--- src/rtl/cnn_pkg.sv ---
// Shared CNN constants and small arithmetic helpers.
//   conv2 geometry : CONV2_DATA_W-bit signed results, CONV2_MAP_W x CONV2_MAP_H per channel
//   pool2 geometry : POOL2_MAP_W x POOL2_MAP_H after 2x2 stride-2 max pooling
//   relu()         : clamps a signed conv2 result to >= 0
//   max2()         : unsigned maximum of two non-negative values
package cnn_pkg;

  localparam int CONV2_DATA_W = 14;
  localparam int CONV2_MAP_W  = 8;
  localparam int CONV2_MAP_H  = 8;
  localparam int POOL2_MAP_W  = 4;
  localparam int POOL2_MAP_H  = 4;

  typedef logic signed [CONV2_DATA_W-1:0] conv2_s_t;
  typedef logic        [CONV2_DATA_W-1:0] conv2_u_t;

  // Negative inputs become zero; zero and positive values pass unchanged.
  function automatic conv2_u_t relu(input conv2_s_t x);
    return x[CONV2_DATA_W-1] ? '0 : conv2_u_t'(x);
  endfunction

  // Operands are ReLU outputs, so an unsigned compare orders them correctly.
  function automatic conv2_u_t max2(input conv2_u_t a, input conv2_u_t b);
    return (a > b) ? a : b;
  endfunction

endpackage

--- src/rtl/pool_line_buf.sv ---
// Register line buffer holding one horizontal-pair maximum per pooling window
// of the current window row.
//   clk     : rising-edge clock
//   wr_en   : write wr_data into entry wr_idx this edge
//   wr_idx  : write entry index
//   wr_data : value to store
//   rd_idx  : read entry index
//   rd_data : combinational read of entry rd_idx
// Contents are not reset: every entry is written on an even row before the
// following odd row reads it.
module pool_line_buf #(
  parameter int DATA_W = 14,
  parameter int DEPTH  = 4,
  parameter int IDX_W  = 2
) (
  input  logic              clk,
  input  logic              wr_en,
  input  logic [IDX_W-1:0]  wr_idx,
  input  logic [DATA_W-1:0] wr_data,
  input  logic [IDX_W-1:0]  rd_idx,
  output logic [DATA_W-1:0] rd_data
);

  logic [DATA_W-1:0] mem [DEPTH];

  always_ff @(posedge clk) begin
    if (wr_en) mem[wr_idx] <= wr_data;
  end

  assign rd_data = mem[rd_idx];

endmodule

--- src/rtl/conv2_relu_maxpool.sv ---
// ReLU followed by 2x2 stride-2 max pooling over one streamed conv2 feature map.
//   clk        : rising-edge clock
//   rst        : asynchronous active-high reset
//   in_valid   : conv_in carries one pixel this cycle (gaps allowed)
//   conv_in    : signed conv2 result, row-major
//   out_valid  : one-cycle pulse per pooled result, one cycle after the
//                accepting edge of the window's last pixel
//   pool_out   : pooled value (never negative); holds between pulses
//   frame_done : pulses with the last pooled output of a frame
// Handshake: in_valid is a pure qualifier with no ready; out_valid is a pure
// pulse with no backpressure, so the consumer must take every pulse.
// DATA_W is expected to match CONV2_DATA_W, the width of the package helpers.
module conv2_relu_maxpool
  import cnn_pkg::*;
#(
  parameter int DATA_W = CONV2_DATA_W,
  parameter int IMG_W  = CONV2_MAP_W,
  parameter int IMG_H  = CONV2_MAP_H
) (
  input  logic              clk,
  input  logic              rst,
  input  logic              in_valid,
  input  logic [DATA_W-1:0] conv_in,
  output logic              out_valid,
  output logic [DATA_W-1:0] pool_out,
  output logic              frame_done
);

  localparam int CW    = (IMG_W > 1) ? $clog2(IMG_W) : 1;
  localparam int RW    = (IMG_H > 1) ? $clog2(IMG_H) : 1;
  localparam int LB_D  = IMG_W / 2;
  localparam int LB_IW = (LB_D > 1) ? $clog2(LB_D) : 1;

  logic [CW-1:0]     col;
  logic [RW-1:0]     row;
  logic [DATA_W-1:0] pair_reg;
  logic [DATA_W-1:0] r;
  logic [DATA_W-1:0] pm;
  logic [DATA_W-1:0] lb_rd;
  logic [DATA_W-1:0] pooled;
  logic [LB_IW-1:0]  lb_idx;
  logic              lb_wr;
  logic              col_last;
  logic              row_last;

  always_comb begin
    r        = DATA_W'(relu(conv2_s_t'(conv_in)));
    // Horizontal max of the current pair; meaningful on odd columns only.
    pm       = DATA_W'(max2(conv2_u_t'(pair_reg), conv2_u_t'(r)));
    // Vertical max against the pair stored from the even row above.
    pooled   = DATA_W'(max2(conv2_u_t'(lb_rd), conv2_u_t'(pm)));
    lb_idx   = LB_IW'(col >> 1);
    col_last = (col == CW'(IMG_W - 1));
    row_last = (row == RW'(IMG_H - 1));
    lb_wr    = in_valid && !row[0] && col[0];
  end

  // Even rows write and odd rows read, so a given entry never sees a read and
  // a write in the same cycle; sharing one index for both ports is safe.
  pool_line_buf #(
    .DATA_W (DATA_W),
    .DEPTH  (LB_D),
    .IDX_W  (LB_IW)
  ) u_line_buf (
    .clk     (clk),
    .wr_en   (lb_wr),
    .wr_idx  (lb_idx),
    .wr_data (pm),
    .rd_idx  (lb_idx),
    .rd_data (lb_rd)
  );

  always_ff @(posedge clk or posedge rst) begin
    if (rst) begin
      col        <= '0;
      row        <= '0;
      pair_reg   <= '0;
      out_valid  <= 1'b0;
      pool_out   <= '0;
      frame_done <= 1'b0;
    end else begin
      out_valid  <= 1'b0;
      frame_done <= 1'b0;
      if (in_valid) begin
        if (!col[0]) pair_reg <= r;
        if (col_last) begin
          col <= '0;
          row <= row_last ? '0 : row + RW'(1);
        end else begin
          col <= col + CW'(1);
        end
        if (row[0] && col[0]) begin
          pool_out   <= pooled;
          out_valid  <= 1'b1;
          frame_done <= row_last && col_last;
        end
      end
    end
  end

endmodule

--- config.mk ---
export PLATFORM = sky130hd
export DESIGN_NAME = conv2_relu_maxpool
export DESIGN_NICKNAME = d
export VERILOG_FILES = /design/src/rtl/cnn_pkg.sv /design/src/rtl/pool_line_buf.sv /design/src/rtl/conv2_relu_maxpool.sv
export SDC_FILE = /design/constraint.sdc
export NUM_CORES = 1
export LEC_CHECK = 0
export CORE_MARGIN = 3
export CORE_UTILIZATION = 60
export CTS_CLUSTER_SIZE = 40
export DETAILED_ROUTE_END_ITERATION = 12
export PLACE_DENSITY_LB_ADDON = 0.05
export SYNTH_ARGS = -nofsm -noshare
export SYNTH_HDL_FRONTEND = slang
export SYNTH_SLANG_ARGS = --single-unit
--- constraint.sdc ---
create_clock -name clk -period 8.27 [get_ports clk]
set_input_delay 1.654 -clock clk [delete_from_list [all_inputs] [get_ports clk]]
set_output_delay 1.654 -clock clk [all_outputs]
set_load 0.05 [all_outputs]
==> results of run 1 <==
-- cells by family (layout without fill, tap and decap cells) --
kind of cell	count (synthesis)	count (layout)
muxes	31	31
DFF	86	86
other	1	1
AOI/OAI and AO/OA	50	50
and+or+nand+nor	85	85
buffers and inverters	46	83
adders and majority gates	30	30
-- power by group through the flow --
stage / clock (W) / sequential [W] / combinational (W)
4_1_cts: 0.000327 / 0.000662 / 0.000753
6_report: 0.000322 / 0.000660 / 0.000757
3_3_place_gp: 0 / 0.000667 / 0.000734
5_1_grt: 0.000348 / 0.000676 / 0.000826
2_1_floorplan: 0 / 0.000707 / 0.000511
3_5_place_dp: 0 / 0.000670 / 0.000748
-- stage by stage --
step | std cells | hold WS, ns | area [um2] | setup slack (ns)
after global routing | 462 | 0.539 | 4940 | 1.48
after detailed placement | 446 | 0.489 | 4720 | 1.42
after global placement | 446 | 0.483 | 4720 | 1.49
after CTS | 462 | 0.510 | 4940 | 1.76
final | 462 | 0.505 | 4940 | 1.68
after floorplan | 329 | 0.478 | 4310 | 3.23
-- worst max-delay path: cells and delay by family --
family / cells / cell delay (ns)
and+or+nand+nor: 4 / 0.89
AOI/OAI and AO/OA: 6 / 2.51
buffers and inverters: 1 / 0.59
muxes: 1 / 0.46
adders and majority gates: 2 / 0.65
-- cell usage after synthesis, types with 2 or more instances --
cell type  count  area [um2]
edfxtp_1      52        1560
dfrtp_1       34         851
nand2_1       34         128
inv_1         32         120
ha_1          30         375
nand2b_1      15        93.8
o21ai_0       15        75.1
mux4_2        13         293
nand3_1       13        65.1
mux2_4        11         165
o211ai_2      10         125
a21oi_1        9        45.0
clkbuf_1       8        30.0
mux2_2         7        78.8
nor2_1         7        26.3
a21o_1         5        37.5
nand4_1        4        25.0
and3_1         3        18.8
buf_2          3        15.0
nor3_1         3        15.0
nor4_1         3        18.8
o21a_1         2        15.0
-- worst paths after layout --
check / start / to / slack, ns / depth (start not counted)
hold reg to reg: pool_out[5]$_DFFE_PP0P_ / pool_out[5]$_DFFE_PP0P_ / 0.51 / 2
min in group asynchronous: rst / row[2]$_DFFE_PP0P_ / 1.70 / 3
setup reg to reg: pair_reg[12]$_DFFE_PP0P_ / pool_out[11]$_DFFE_PP0P_ / 3.46 / 12
hold / removal: pool_out[5]$_DFFE_PP0P_ / pool_out[5]$_DFFE_PP0P_ / 0.51 / 2
max in group asynchronous: rst / pool_out[4]$_DFFE_PP0P_ / 6.24 / 3
setup / recovery: conv_in[13] / pool_out[11]$_DFFE_PP0P_ / 1.68 / 14
-- area by class of cell --
cell class              instances  area, um2  share of cell area, %
inverters                      32        120                   2.43
repair buffers                 35        340                   6.89
flip-flops and latches         86       2410                   48.9
multi-input cells             197       1720                   34.9
clock buffers                  10        128                   2.58
clock inverters                 6       92.6                   1.88
well taps                      96        120                   2.43
-- metal layers --
| layer | track usage [%] | wire length (um) | vias to the layer above |
|---|---|---|---|
| li1 | - | - | 1257 |
| met5 | 0 | 0 | - |
| met3 | 3.75 | 332 | 14 |
| met1 | 31.8 | 4030 | 1297 |
| met2 | 32.3 | 3810 | 72 |
| met4 | 8.79 | 187 | 0 |
==> results.json, run 1 <==
{
  "status": "completed",
  "layout-drive-gt1-share_pct": 17.8,
  "cpMaxStageDelayCell": "o21ai_1",
  "port_buffers": 31,
  "antenna_found_initial": 0,
  "largest_register_ffs": 52,
  "cap_violations": 0,
  "h-tree-depth": 3,
  "grt_max_degree": 35,
  "cts_buffers": 9,
  "worstSetupEndpointType": "flop",
  "switching_share_pct": 38.9,
  "cp_common_cell": "ha_1",
  "setup_violations": 0,
  "clk_pin_slew_ns": 0.09,
  "dieArea_um2": 8240,
  "clock.fmax_mhz": 152,
  "die_x_um": 90.8,
  "muxShareOfSynthArea_pct": 12.4,
  "routed_wl_um": 8360,
  "drtIter0Drc": 331,
  "slew_headroom_pct": 15.9,
  "ys_async_sr_fraction_pct": 39.5,
  "synth_edf_count": 52,
  "worst_hold_path_type": "reg2reg",
  "clk_latency_ns": 0.35,
  "drv_slew": 0,
  "finalNetCount": 408,
  "synth.ff_latch_count": 86,
  "final_common_cell": "edfxtp_1",
  "remaining_drc_errors": 0,
  "start_util_pct": 62.8,
  "irDropWorstVdd_mv": 0.225,
  "routabilityCongestion": 0.883,
  "rsz0062_at_grt": "no",
  "ant_nets": 0,
  "clock_path_buffers": 2,
  "pwr-share-comb_pct": 43.5,
  "filler_cell_count": 468,
  "synthFlopType": "edfxtp_1",
  "power_w": 0.00174,
  "cts.sinks": 86,
  "fin_util_pct": 71.9,
  "postCtsSetupBuffers": 0,
  "worstMarginPinSlew_ns": 1.25,
  "synth_xor_area_share_pct": 0,
  "syn_to_final_growth_pct": 14.5,
  "grt_pass1_vias": 2655,
  "synth_area_per_cell_um2": 13.1,
  "synth-simple-area-share_pct": 9.63,
  "syn_area_um2": 4310,
  "fin_setup_tns_ns": 0,
  "p_leak_nw": 2.07,
  "synth_cell_types": 38,
  "synth-compound-area-share_pct": 8.82,
  "min_period_ns": 6.59,
  "drtPass1Iterations": 4,
  "intPower_w": 0.00106,
  "pin_count": 33,
  "final_hold_viol_count": 0,
  "p_per_area_nw_per_um2": 352,
  "cts_hold_buffers": 0,
  "pwr-share-seq_pct": 38.0,
  "synth_top_family_by_area": "multiplexers",
  "yosys.area_share.adder_pct": 8.71,
  "power.switching_w": 0.000677,
  "core-area_um2": 6870,
  "crit_required_ns": 8.45,
  "tritoncts": "done",
  "worstPathMaxFanout": 13,
  "grt_use_total_pct": 21.7,
  "final_cell_mix": "52 x edfxtp_1, 34 x nand2_1, 34 x dfrtp_1",
  "yosysSeqAreaShare_pct": 55.9,
  "post-route-period-util_pct": 79.7,
  "syn_inst": 329,
  "critPathArrivalTime_ns": 6.77,
  "rows": 30,
  "die_h_um": 90.8,
  "hpwl_um": 5910,
  "ctsRootBufferMaster": "clkbuf_8",
  "ys_warn_count": 0,
  "clkPwrFrac_pct": 18.5,
  "detail_route.wl_per_cell_um": 18.1,
  "grt_overflow_total": 0,
  "num_antenna_cells": 0,
  "finalClockSkew_ns": 0.00967,
  "critPathMaxStageDelay_ns": 1.01,
  "crit_type": "in2reg",
  "grt_pass1_wl_um": 13800,
  "synth_nets": 376,
  "post_cts_resized": 0,
  "routed_via_density": 5.71,
  "crit_chain": "clkdlybuf4s50_1 > nand2b_1 > ha_1 > nand3_2 > nor3_1 > a2111oi_2 > a21oi_2 > mux2_2 > ha_1 > nand3_1 > o21a_1 > a21boi_0 > o21ai_1 > o211ai_1",
  "start_kind": "input pin",
  "dr_total_vias": 2640
}
Note: power is estimated with default switching activity, not from simulation.
==> run 2: changes to the inputs <==
--- a/config.mk
+++ b/config.mk
@@ -6,7 +6,7 @@
 export NUM_CORES = 1
 export LEC_CHECK = 0
 export CORE_MARGIN = 3
-export CORE_UTILIZATION = 60
+export CORE_UTILIZATION = 53
 export CTS_CLUSTER_SIZE = 40
 export DETAILED_ROUTE_END_ITERATION = 12
 export PLACE_DENSITY_LB_ADDON = 0.05
==> constraint.sdc (replaced) <==
create_clock -name clk -period 5.5 [get_ports clk]
set_input_delay 1.1 -clock clk [delete_from_list [all_inputs] [get_ports clk]]
set_output_delay 1.1 -clock clk [all_outputs]
set_load 0.05 [all_outputs]
==> run 2 against run 1 <==
First-iteration DRC count decreased by 82%. Clock power up 36%. Total power rose by 50%. Die area rose by 12%. Setup slack worse by 1.3 ns. Clock-buffer cell count decreased by 1. Non-clock buffer count is 5 higher. Clock skew grew 0.0030 ns. Critical path depth is 2 higher.
==> results.json, run 2 (synthesis gave the netlist of run 1 again) <==
{
  "die_h_um": 96.2,
  "clk_pin_slew_ns": 0.10,
  "h-tree-depth": 3,
  "final_cell_mix": "52 x edfxtp_1, 34 x nand2_1, 34 x dfrtp_1",
  "hpwl_um": 6330,
  "start_kind": "input pin",
  "core-area_um2": 7810,
  "routabilityCongestion": 0.858,
  "finalNetCount": 413,
  "port_buffers": 31,
  "r2r-start": "pair_reg[11]$_DFFE_PP0P_",
  "num_antenna_cells": 0,
  "irDropWorstVdd_mv": 0.241,
  "cts.sinks": 86,
  "grt_use_total_pct": 20.6,
  "drtPass1Iterations": 6,
  "remaining_drc_errors": 0,
  "final_common_cell": "edfxtp_1",
  "worstPathMaxFanout": 13,
  "grt_pass1_wl_um": 14000,
  "start_util_pct": 55.2,
  "ff2ff_path_depth": 14,
  "setup_violations": 0,
  "ctsRootBufferMaster": "clkbuf_8",
  "layout-drive-gt1-share_pct": 19.1,
  "fin_setup_tns_ns": 0,
  "crit_required_ns": 5.78,
  "antenna_found_initial": 0,
  "dr_total_vias": 2660,
  "postCtsSetupBuffers": 0,
  "power_w": 0.00262,
  "clk_latency_ns": 0.35,
  "dieArea_um2": 9250,
  "rows": 32,
  "holdPathStages": 2,
  "final_hold_viol_count": 0,
  "cts_buffers": 9,
  "grt_pass1_vias": 2656,
  "tritoncts": "done",
  "post_cts_resized": 0,
  "grt_max_degree": 35,
  "finalClockSkew_ns": 0.0127,
  "largest_register_ffs": 52,
  "pin_count": 33,
  "critPathArrivalTime_ns": 5.38,
  "die_x_um": 96.2,
  "cap_violations": 0,
  "p_per_area_nw_per_um2": 527,
  "rsz0062_at_grt": "no",
  "worstSetupEndpointType": "flop",
  "routed_via_density": 5.62,
  "p_leak_nw": 2.08,
  "clock_path_buffers": 2,
  "crit_type": "in2reg",
  "grt_overflow_total": 0,
  "detail_route.wl_per_cell_um": 18.5,
  "worstMarginPinSlew_ns": 0.970,
  "r2r-end": "pool_out[1]$_DFFE_PP0P_",
  "routed_wl_um": 8730,
  "filler_cell_count": 605,
  "whs_endpoint": "pool_out[6]$_DFFE_PP0P_",
  "r2r_slack_ns": 1.60,
  "slew_headroom_pct": 35.3,
  "drv_slew": 0,
  "worst_hold_path_type": "reg2reg",
  "syn_to_final_growth_pct": 15.1,
  "ant_nets": 0,
  "drtIter0Drc": 59,
  "post-route-period-util_pct": 92.8,
  "min_period_ns": 5.10,
  "hp-start": "pool_out[6]$_DFFE_PP0P_",
  "clock.fmax_mhz": 196,
  "status": "completed",
  "cts_hold_buffers": 0
}
run 2: report_power, final:
group | total, W | switching, W | leakage (nW) | internal [W]
combinational | 0.00119 | 0.000677 | 1.06 | 0.000514
sequential | 0.000987 | 0.000131 | 0.916 | 0.000856
clock | 0.000438 | 0.000260 | 0.0950 | 0.000179
total | 0.00262 | 0.00107 | 2.08 | 0.00155
run 2: critical path, cell delays in order:
cell	delay, ns
clkdlybuf4s50_1	0.60
nand2b_1	0.28
ha_1	0.32
a21o_1	0.20
a2111oi_2	0.43
a21oi_2	0.11
buf_4	0.19
mux2_4	0.34
ha_1	0.31
a21o_1	0.18
a21oi_1	0.14
o221ai_1	0.15
a21boi_0	0.44
o21ai_1	0.17
buf_4	0.24
o211ai_2	0.16
run 2: area by class of cell:
| class | instances | area, um2 | area share (%) |
|---|---|---|---|
| multi-input combinational | 197 | 1720 | 34.7 |
| sequential | 86 | 2410 | 48.6 |
| clock inverter | 7 | 78.8 | 1.59 |
| clock buffer | 9 | 124 | 2.49 |
| tap | 102 | 128 | 2.57 |
| timing repair buffer | 40 | 378 | 7.61 |
| inverter | 32 | 120 | 2.42 |
run 2: how the worst max path moves through the flow:
stage	end	start	slack, ns	cells after the start
final	pool_out[1]$_DFFE_PP0P_	conv_in[13]	0.40	16
after global routing	pool_out[0]$_DFFE_PP0P_	conv_in[13]	0.15	15
after CTS	pool_out[1]$_DFFE_PP0P_	conv_in[13]	0.44	16
after detailed placement	pool_out[4]$_DFFE_PP0P_	conv_in[13]	0.07	16
after global placement	pool_out[10]$_DFFE_PP0P_	conv_in[13]	0.09	17
after floorplan	pool_out[10]$_DFFE_PP0P_	conv_in[13]	1.02	17
run 2: through the flow:
| step | hold slack [ns] | util (%) | area [um2] | worst slack (ns) | std cells |
|---|---|---|---|---|---|
| 3_3_place_gp | 0.476 | 61.0 | 4760 | 0.0862 | 457 |
| 2_1_floorplan | 0.478 | - | 4310 | 1.02 | 329 |
| 3_5_place_dp | 0.476 | 61.0 | 4760 | 0.0689 | 457 |
| 4_1_cts | 0.507 | 63.6 | 4960 | 0.437 | 473 |
| 6_report | 0.500 | 63.6 | 4960 | 0.398 | 473 |
| 5_1_grt | 0.536 | 63.6 | 4960 | 0.146 | 473 |
run 2: metal layers:
metal / wire length [um] / up-vias / global-route usage, %
met5: 0 / - / 0
met4: 107 / 0 / 7.11
met3: 378 / 9 / 3.60
met2: 4090 / 71 / 31.6
met1: 4160 / 1312 / 29.7
li1: - / 1268 / -
